`src/rtl/ram_port_arbiter.sv`:
```
// Two-requester front end for a single-port synchronous RAM: round-robin
// arbitration, bounded lock for atomic RMW, and in-order read-return routing.
module ram_port_arbiter #(
  parameter int AW       = 8,
  parameter int DW       = 8,
  parameter int MAX_LOCK = 4
) (
  input  logic          clk,
  input  logic          rst_n,
  input  logic          req_a,
  input  logic          we_a,
  input  logic          lock_a,
  input  logic [AW-1:0] addr_a,
  input  logic [DW-1:0] wdata_a,
  output logic          gnt_a,
  output logic          rvalid_a,
  output logic [DW-1:0] rdata_a,
  input  logic          req_b,
  input  logic          we_b,
  input  logic          lock_b,
  input  logic [AW-1:0] addr_b,
  input  logic [DW-1:0] wdata_b,
  output logic          gnt_b,
  output logic          rvalid_b,
  output logic [DW-1:0] rdata_b,
  output logic          mem_en,
  output logic          mem_we,
  output logic [AW-1:0] mem_addr,
  output logic [DW-1:0] mem_wdata,
  input  logic [DW-1:0] mem_rdata
);

  typedef enum logic [1:0] {IDLE, OWN_A, OWN_B} state_t;
  typedef struct packed {
    logic valid;
    logic owner;    // 0: A, 1: B
    logic is_read;
  } tag_t;

  localparam int            CW       = $clog2(MAX_LOCK + 1);
  localparam logic [CW-1:0] LAST_CNT = CW'(MAX_LOCK - 1);

  state_t        state, state_nxt, sel_own;
  logic          rr_ptr, rr_ptr_nxt;  // side that wins a tie in IDLE (0: A)
  logic [CW-1:0] lock_cnt, lock_cnt_nxt;
  logic          gnt_any, sel_b, sel_lock, sel_we;
  logic [AW-1:0] sel_addr;
  logic [DW-1:0] sel_wdata;
  tag_t          tag1, tag2;

  always_comb begin
    // NOTE: every signal written here gets a default first, so no path can infer a latch.
    state_nxt    = state;
    rr_ptr_nxt   = rr_ptr;
    lock_cnt_nxt = lock_cnt;
    gnt_a        = 1'b0;
    gnt_b        = 1'b0;
    case (state)
      IDLE: begin
        if (req_a && (!req_b || !rr_ptr)) gnt_a = 1'b1;
        else if (req_b)                   gnt_b = 1'b1;
      end
      OWN_A:   gnt_a = req_a;
      OWN_B:   gnt_b = req_b;
      default: ;
    endcase
    if (!rst_n) begin
      gnt_a = 1'b0;
      gnt_b = 1'b0;
    end

    gnt_any   = gnt_a | gnt_b;
    sel_b     = gnt_b;
    sel_lock  = sel_b ? lock_b  : lock_a;
    sel_we    = sel_b ? we_b    : we_a;
    sel_addr  = sel_b ? addr_b  : addr_a;
    sel_wdata = sel_b ? wdata_b : wdata_a;
    sel_own   = sel_b ? OWN_B   : OWN_A;

    if (gnt_any) begin
      rr_ptr_nxt = gnt_a;
      // Hitting the lock limit drops to IDLE where rr_ptr already favours the other side.
      if (!sel_lock || (state == sel_own && lock_cnt == LAST_CNT)) begin
        state_nxt    = IDLE;
        lock_cnt_nxt = '0;
      end else if (state != sel_own) begin
        state_nxt    = sel_own;
        lock_cnt_nxt = CW'(1);
      end else begin
        lock_cnt_nxt = lock_cnt + CW'(1);
      end
    end else if (state != IDLE) begin
      // Owner skipped a cycle: release ownership.
      state_nxt    = IDLE;
      lock_cnt_nxt = '0;
    end
  end

  // NOTE: registers use non-blocking assignments so each one samples pre-edge values.
  always_ff @(posedge clk or negedge rst_n) begin
    if (!rst_n) begin
      state    <= IDLE;
      rr_ptr   <= 1'b0;
      lock_cnt <= '0;
    end else begin
      state    <= state_nxt;
      rr_ptr   <= rr_ptr_nxt;
      lock_cnt <= lock_cnt_nxt;
    end
  end

  always_ff @(posedge clk or negedge rst_n) begin
    if (!rst_n) begin
      mem_en    <= 1'b0;
      mem_we    <= 1'b0;
      mem_addr  <= '0;
      mem_wdata <= '0;
      tag1      <= '0;
      tag2      <= '0;
      rvalid_a  <= 1'b0;
      rvalid_b  <= 1'b0;
      rdata_a   <= '0;
      rdata_b   <= '0;
    end else begin
      mem_en <= gnt_any;
      if (gnt_any) begin
        mem_we    <= sel_we;
        mem_addr  <= sel_addr;
        mem_wdata <= sel_wdata;
      end
      // tag1 aligns with mem_* and tag2 with mem_rdata returning from the macro.
      tag1     <= '{valid: gnt_any, owner: sel_b, is_read: !sel_we};
      tag2     <= tag1;
      rvalid_a <= tag2.valid && tag2.is_read && !tag2.owner;
      rvalid_b <= tag2.valid && tag2.is_read &&  tag2.owner;
      if (tag2.valid && tag2.is_read && !tag2.owner) rdata_a <= mem_rdata;
      if (tag2.valid && tag2.is_read &&  tag2.owner) rdata_b <= mem_rdata;
    end
  end

endmodule

```
`config.mk`:
```
export PLATFORM = sky130hd
export DESIGN_NAME = ram_port_arbiter
export DESIGN_NICKNAME = d
export VERILOG_FILES = /design/src/rtl/ram_port_arbiter.sv
export SDC_FILE = /design/constraint.sdc
export NUM_CORES = 1
export LEC_CHECK = 0
export BUFFER_PORTS_ARGS = -buffer_cell sky130_fd_sc_hd__buf_4
export CAP_MARGIN = 25
export CORE_MARGIN = 1
export CORE_UTILIZATION = 43
export CTS_BUF_LIST = sky130_fd_sc_hd__clkbuf_2
export DETAILED_ROUTE_END_ITERATION = 10
export GPL_ROUTABILITY_DRIVEN = 0
export GPL_TIMING_DRIVEN = 0
export PLACE_DENSITY = 0.77
export SLEW_MARGIN = 0
export SYNTH_ARGS = -nofsm -noshare
export SYNTH_HDL_FRONTEND = slang
export SYNTH_SLANG_ARGS = --single-unit
export TNS_END_PERCENT = 50
```
`constraint.sdc`:
```
create_clock -name clk -period 1.5 [get_ports clk]
set_input_delay 0 -clock clk [delete_from_list [all_inputs] [get_ports clk]]
set_output_delay 0 -clock clk [all_outputs]
set_load 0.02 [all_outputs]
```
==> results of run 1 <==
[Yosys cell counts (2+ instances only)]
cell,number
a21oi_1,4
a22o_1,2
a31oi_1,16
a32o_1,2
buf_2,6
dfrtp_1,47
ha_1,2
inv_1,3
mux2_2,8
mux2i_1,2
nand2_1,58
nand3_1,2
nand3b_1,2
nor2_1,17
nor2b_1,3
o21a_1,2
[critical path, stage by stage (launching register included)]
cell	delay, ps
dfrtp_1	430
or3b_4	400
nand3_4	100
inv_6	50
buf_8	120
buf_6	120
[worst max-delay path by stage]
| stage | start | to | cells after the start |
|---|---|---|---|
| after floorplan | state[1] | lock_cnt[1] | 5 |
| final | state[1] | gnt_b | 5 |
| after global routing | state[1] | gnt_b | 5 |
| after detailed placement | state[0] | mem_addr[2] | 6 |
| after CTS | state[1] | gnt_b | 5 |
| after global placement | state[0] | mem_addr[2] | 6 |
[cells in the final DEF, fill, tap and decap left out, types with 2 or more instances in the layout]
cell type	instances
a21oi_1	3
a22o_1	2
a31oi_1	15
a32o_1	2
buf_2	2
buf_4	92
buf_6	3
buf_8	3
clkbuf_2	5
clkinv_1	2
dfrtp_1	47
dlygate4sd3_1	44
ha_1	2
inv_1	3
mux2_2	8
mux2i_1	2
nand2_1	58
nand3_1	2
nand3b_1	2
nor2_1	17
nor2b_1	2
o21a_1	2
[area by class of cell]
| class | instances | area [µm²] | share of cell area |
|---|---|---|---|
| buffer | 6 | 58.8 | 0.0180 |
| multi-input combinational | 125 | 697 | 0.213 |
| clock inverter | 3 | 38.8 | 0.0119 |
| tap | 50 | 62.6 | 0.0191 |
| timing repair buffer | 139 | 1190 | 0.363 |
| sequential | 47 | 1180 | 0.360 |
| clock buffer | 5 | 25.0 | 0.00766 |
| inverter | 5 | 23.8 | 0.00727 |
[cell families (layout without fill, tap and decap cells)]
logic type	Yosys count	count (layout)	share of synthesized area
AND/OR/NAND/NOR	85	85	0.188
flip-flops	47	47	0.617
AO/OA/AOI/OAI	28	28	0.0971
buffers and inverters	11	158	0.0269
multiplexers	10	10	0.0577
adder cells (fa/ha/maj)	2	2	0.0131
[per-stage QoR]
| stage | util | hold WS [ps] | power [mW] | area [µm²] | setup slack [ps] |
|---|---|---|---|---|---|
| after detailed placement | 0.634 | 61.9 | 2.70 | 2610 | -198 |
| after CTS | 0.775 | -427 | 3.49 | 3190 | -144 |
| final | 0.794 | -434 | 3.53 | 3270 | -143 |
| after global placement | 0.634 | 67.6 | 2.67 | 2610 | -153 |
| after global routing | 0.794 | -431 | 3.73 | 3270 | -211 |
| after floorplan | - | -296 | 2.17 | 1910 | -21.4 |
[repair_timing]
item	4_1_cts	5_1_grt
cloned	0	1
pin swaps	2	7
setup buffers	6	3
endpoints found under the setup margin	24	24
gates resized for setup	10	9
endpoints found under the hold margin	84	47
[metal layers]
| metal | up-vias | GRT usage | part of all wire |
|---|---|---|---|
| met5 | - | 0 | 0 |
| met4 | 0 | 0.125 | 0.029 |
| met3 | 18 | 0.0822 | 0.077 |
| met2 | 92 | 0.444 | 0.51 |
| met1 | 902 | 0.264 | 0.38 |
| li1 | 905 | - | - |
[flip-flops by register name (all words and copies together), names as in the netlist]
register	count
lock_cnt	3
mem_addr	8
mem_wdata	8
mem_we	1
rdata_a	8
rdata_b	8
rr_ptr	1
rvalid_a	1
rvalid_b	1
state	2
tag1	3
tag2	3
[report_power, final]
part | internal [mW] | leakage, nW | switching (mW)
Combinational | 0.620 | 1.03 | 0.623
Sequential | 1.49 | 0.562 | 0.125
Clock | 0.274 | 0.0404 | 0.400
Total | 2.38 | 1.63 | 1.15
==> results by group, run 1 <==
Outcome
  • Run status: complete, but fails checks
  • Failing checks: negative hold slack, negative setup slack

Yosys
  • Biggest area consumer among synthesized cells: dfrtp_1
  • #FFs+latches synth: 47
  • YS warnings: 0
  • Synth cell types: 23
  • Register area share after synthesis: 0.617
  • Top FF cell, synth: dfrtp_1
  • Share of flip-flops with an asynchronous set or reset: 1.00
  • Avg Cell Area, Syn: 10.4 µm²
  • Net Count, Synth: 233
  • Post-Syn Area: 1910 µm²
  • Top-area cell type share of the netlist area: 0.617
  • Synth area leaders: dfrtp_1 (62%), nand2_1 (11%), a31oi_1 (5.2%)
  • Count of flip-flops with a built-in enable after synthesis: 0
  • Gate Count Post-Synth: 183

Power
  • Peak VDD IR: 0.000807 V
  • Leak Pwr: 1.63 nW
  • Pwr Density: 1080 nW/µm²

GRT
  • First-pass GRT wire length: 8.34 mm
  • Largest net degree at the start of global routing: 53
  • Remaining Overflow, GRT: 0
  • GRT Total Usage: 0.250
  • Initial antenna violation count: 0
  • Number of global-route vias before repair: 1906

Timing
  • Setup TNS: -1550 ps
  • Highest clock rate: 609 MHz
  • Worst slew pin tran: 638 ps
  • Slew HR: 0.575
  • Fin crit share: 1.10
  • Fin Clk Skew: 15.0 ps
  • Endpoints failing setup: 20
  • Post-layout worst setup margin: -143 ps
  • Fin crit period: 1640 ps
  • Fin. max-slew vios: 0
  • WHS: -434 ps
  • Final Hold Vio Count: 47
  • RSZ-0062 raised after global routing: yes

Critical path
  • Setup CP Type: reg2out
  • Worst path required time: 1500 ps
  • Worst reg-to-reg path cell count: 7
  • R2R Path End: mem_addr[5]
  • Crit path launch type: register
  • Setup crit end kind: output port
  • Crit path max fanout: 3
  • Reg2Reg Setup Slack: -140 ps
  • Reg-to-Reg Start: state[1]
  • Critical path arrival: 1640 ps

Flow run
  • Max cap viols: 0

Clocking
  • CTS Buf Count: 5
  • CTS Buffer Depth: 2
  • Post-CTS Hold Buffers: 44
  • Root Driver: clkbuf_2
  • H-tree depth: 2
  • CTS tree: built
  • Clk slew on worst S/H paths: 230 ps
  • Clk_lat worst skew: 410 ps
  • Sink Count: 47

Floorplanning
  • Die Y: 68.6 µm
  • Io pins: 86
  • Die area: 4700 µm²
  • Core Box Area: 4120 µm²
  • Starting Density: 0.463
  • Std cell rows: 23
  • Die X: 68.6 µm

Routing
  • Routed Antenna Nets: 0
  • Final wirelength: 5.64 mm
  • Drt first pass iters: 4
  • Vias per cell: 5.04
  • Post-detailed-route wirelength per cell: 14.8 µm
  • DR vias: 1917
  • Iter 0 DRT Violations: 72
  • DR DRC count: 0

Placed design
  • Dpl hpwl: 3.11 mm
  • Port Buffers: 85
  • DP Cell Count: 318

Final layout
  • Total Nets Final: 379
  • Final non-filler cell total: 380
  • Layout area overhead: 71.4%
  • Diode count: 0
  • Filler cells: 251
  • Ratio of cells with drive above 1 in the final layout: 0.370

Min path
  • Hold/Removal Path Class: in2async
Power figures use the tool's default switching activity.
==> run 2: changes to the inputs <==
- REMOVE_ABC_BUFFERS: unset -> 1
==> run 2 against run 1 <==
Effect of this change:
- cell count is 0.26% lower
- clock power increased by 5.9%
- critical path type unchanged
- the flow still finishes with violations (negative hold slack, negative setup slack)
- worst setup slack gained 55 ps
- non-clock buffer count down 2
- highest routed layer unchanged
- utilization is 1.2 points higher
==> results by group, run 2 (synthesized netlist as in run 1, its figures left out) <==
Routing
  • Final wirelength: 5.82 mm (+3.3%)
  • Drt first pass iters: 4 (unchanged)
  • DR vias: 1902 (-0.78%)
  • Routed Antenna Nets: 0 (unchanged)
  • Post-detailed-route wirelength per cell: 15.4 µm (+3.5%)
  • DR DRC count: 0 (unchanged)
  • Iter 0 DRT Violations: 120 (+67%)
  • Vias per cell: 5.02 (-0.52%)

Placed design
  • DP Cell Count: 312 (-1.9%)
  • Dpl hpwl: 2.89 mm (-7.3%)
  • Placed inst area: 2580 µm² (-1.2%)
  • Port Buffers: 85 (unchanged)

Timing
  • Final Hold Vio Count: 47 (unchanged)
  • WHS: -478 ps (-43.5 ps)
  • Worst slew pin tran: 668 ps (+29.9 ps)
  • Endpoints failing setup: 21 (+5.0%)
  • Fin crit period: 1590 ps (-55.1 ps)
  • RSZ-0062 raised after global routing: yes
  • Post-layout worst setup margin: -88.0 ps (+55.1 ps)
  • Highest clock rate: 630 MHz (+3.5%)
  • Setup TNS: -912 ps (+637 ps)
  • Slew HR: 0.555 (-0.0200)
  • Fin crit share: 1.06 (-0.0367)
  • Fin Clk Skew: 28.5 ps (+13.5 ps)
  • Fin. max-slew vios: 0 (unchanged)

Clocking
  • Clk_lat worst skew: 450 ps (+40 ps)
  • H-tree depth: 2 (unchanged)
  • Post-CTS Hold Buffers: 45 (+2.3%)
  • CTS tree: built
  • Sink Count: 47 (unchanged)
  • Root Driver: clkbuf_2
  • Clk slew on worst S/H paths: 260 ps (+30 ps)
  • CTS Buffer Depth: 2 (unchanged)
  • CTS Buf Count: 5 (unchanged)

Final layout
  • Commonest cells after routing, fill and taps aside: buf_4 (93), nand2_1 (50), dfrtp_1 (47), dlygate4sd3_1 (45), nor2_1 (17)
  • Layout area overhead: 74.0%
  • Diode count: 0 (unchanged)
  • Most common cell after layout, fill and taps aside: buf_4
  • Ratio of cells with drive above 1 in the final layout: 0.404 (+0.0346)
  • Total Nets Final: 378 (-0.26%)
  • Cell area after layout: 3320 µm² (+1.5%)
  • Final non-filler cell total: 379 (-0.26%)

GRT
  • Remaining Overflow, GRT: 0 (unchanged)
  • GRT Total Usage: 0.255 (+0.00476)
  • Largest net degree at the start of global routing: 53 (unchanged)
  • Number of global-route vias before repair: 1829 (-4.0%)
  • First-pass GRT wire length: 8.48 mm (+1.7%)
  • Initial antenna violation count: 0 (unchanged)

Outcome
  • Failing checks: negative hold slack, negative setup slack
  • Run status: complete, but fails checks

Critical path
  • Setup crit end kind: output port
  • Crit path launch type: register
  • CP max stage cell: dfrtp_1
  • Reg2Reg Setup Slack: -80 ps (+60 ps)
  • Setup CP Type: reg2out
  • Critical path arrival: 1590 ps (-50 ps)
  • Max stage delay on crit path: 440 ps (about the same)
  • Crit-path cells: or3b_4 -> nand3_4 -> inv_8 -> buf_6
  • Worst path required time: 1500 ps (about the same)
  • Crit path max fanout: 4 (+1)

Floorplanning
  • Die area: 4700 µm² (unchanged)
  • Core Box Area: 4120 µm² (unchanged)
  • Io pins: 86 (unchanged)
  • Die X: 68.6 µm (unchanged)
  • Die Y: 68.6 µm (unchanged)
  • Std cell rows: 23 (unchanged)
  • Starting Density: 0.463 (unchanged)

Power
  • Switching Power: 1.20 mW (+4.1%)
  • Final Power: 3.59 mW (+1.7%)
  • Peak VDD IR: 0.000522 V (-35%)
  • Pwr Density: 1080 nW/µm² (+0.24%)
  • Net Sw Frac: 0.333 (+0.00766)
  • Clock Power Share: 0.199 (+0.008)
  • P_int: 2.40 mW (+0.58%)
  • Leak Pwr: 1.64 nW (+0.53%)
  • Logic pwr share: 0.352 (about the same)
  • Seq pwr share: 0.449 (-0.008)

Min path
  • Hold/Removal Path Class: in2async

Flow run
  • Max cap viols: 0 (unchanged)
[run 2: per-stage QoR]
step	setup slack [ps]	utilization
global placement	-407	0.626
detailed placement	-431	0.626
floorplan	-239	-
global route	-148	0.806
CTS	-96.3	0.777
finish	-88.0	0.806
[run 2: final cells by class]
class                   instances  area [µm²]
repair buffers                143        1230
flip-flops and latches         47        1180
fillers                       222         798
multi-input cells             125         751
well taps                      50        62.6
clock inverters                 3        43.8
inverters                       5        26.3
clock buffers                   5        25.0
repair inverters                1        6.26
[run 2: power groups by stage]
stage	Combinational [mW]	Clock [mW]	Sequential (mW)
4_1_cts	1.19	0.725	1.61
6_report	1.26	0.714	1.61
3_5_place_dp	1.05	0	1.64
3_3_place_gp	1.03	0	1.63
2_1_floorplan	0.277	0	1.88
5_1_grt	1.37	0.786	1.65
[run 2: timing repair]
item / 4_1_cts / 5_1_grt
setup endpoints to repair: 25 / 25
resized for setup: 10 / 18
hold endpoints to repair: 86 / 47
setup buffers: 8 / 4
cloned: 1 / 1
pin swaps: 5 / 18
[run 2: final timing paths]
path / startpoint / to / cells past startpoint
max: rr_ptr / gnt_b / 4
min: rst_n / rdata_b[7] / 1
max reg2reg: rr_ptr / mem_wdata[6] / 6
min reg2reg: tag1[0] / tag2[0] / 0
max in group asynchronous: rst_n / rdata_b[6] / 1
min in group clk: req_b / state[1] / 4
[run 2: worst max-delay path: cells and delay by family (launching register included)]
kind          cells  cell delay [ps]
buf+inv           2              170
flops             1              440
simple gates      2              550
[run 2: metal layers]
layer  vias to the layer above  global-route usage  routed length, µm
met4                         0              0.0859                 68
li1                        901                   -                  -
met3                         7              0.0674                490
met2                       103               0.447               2950
met1                       891               0.301               2320
met5                         -                   0                  0
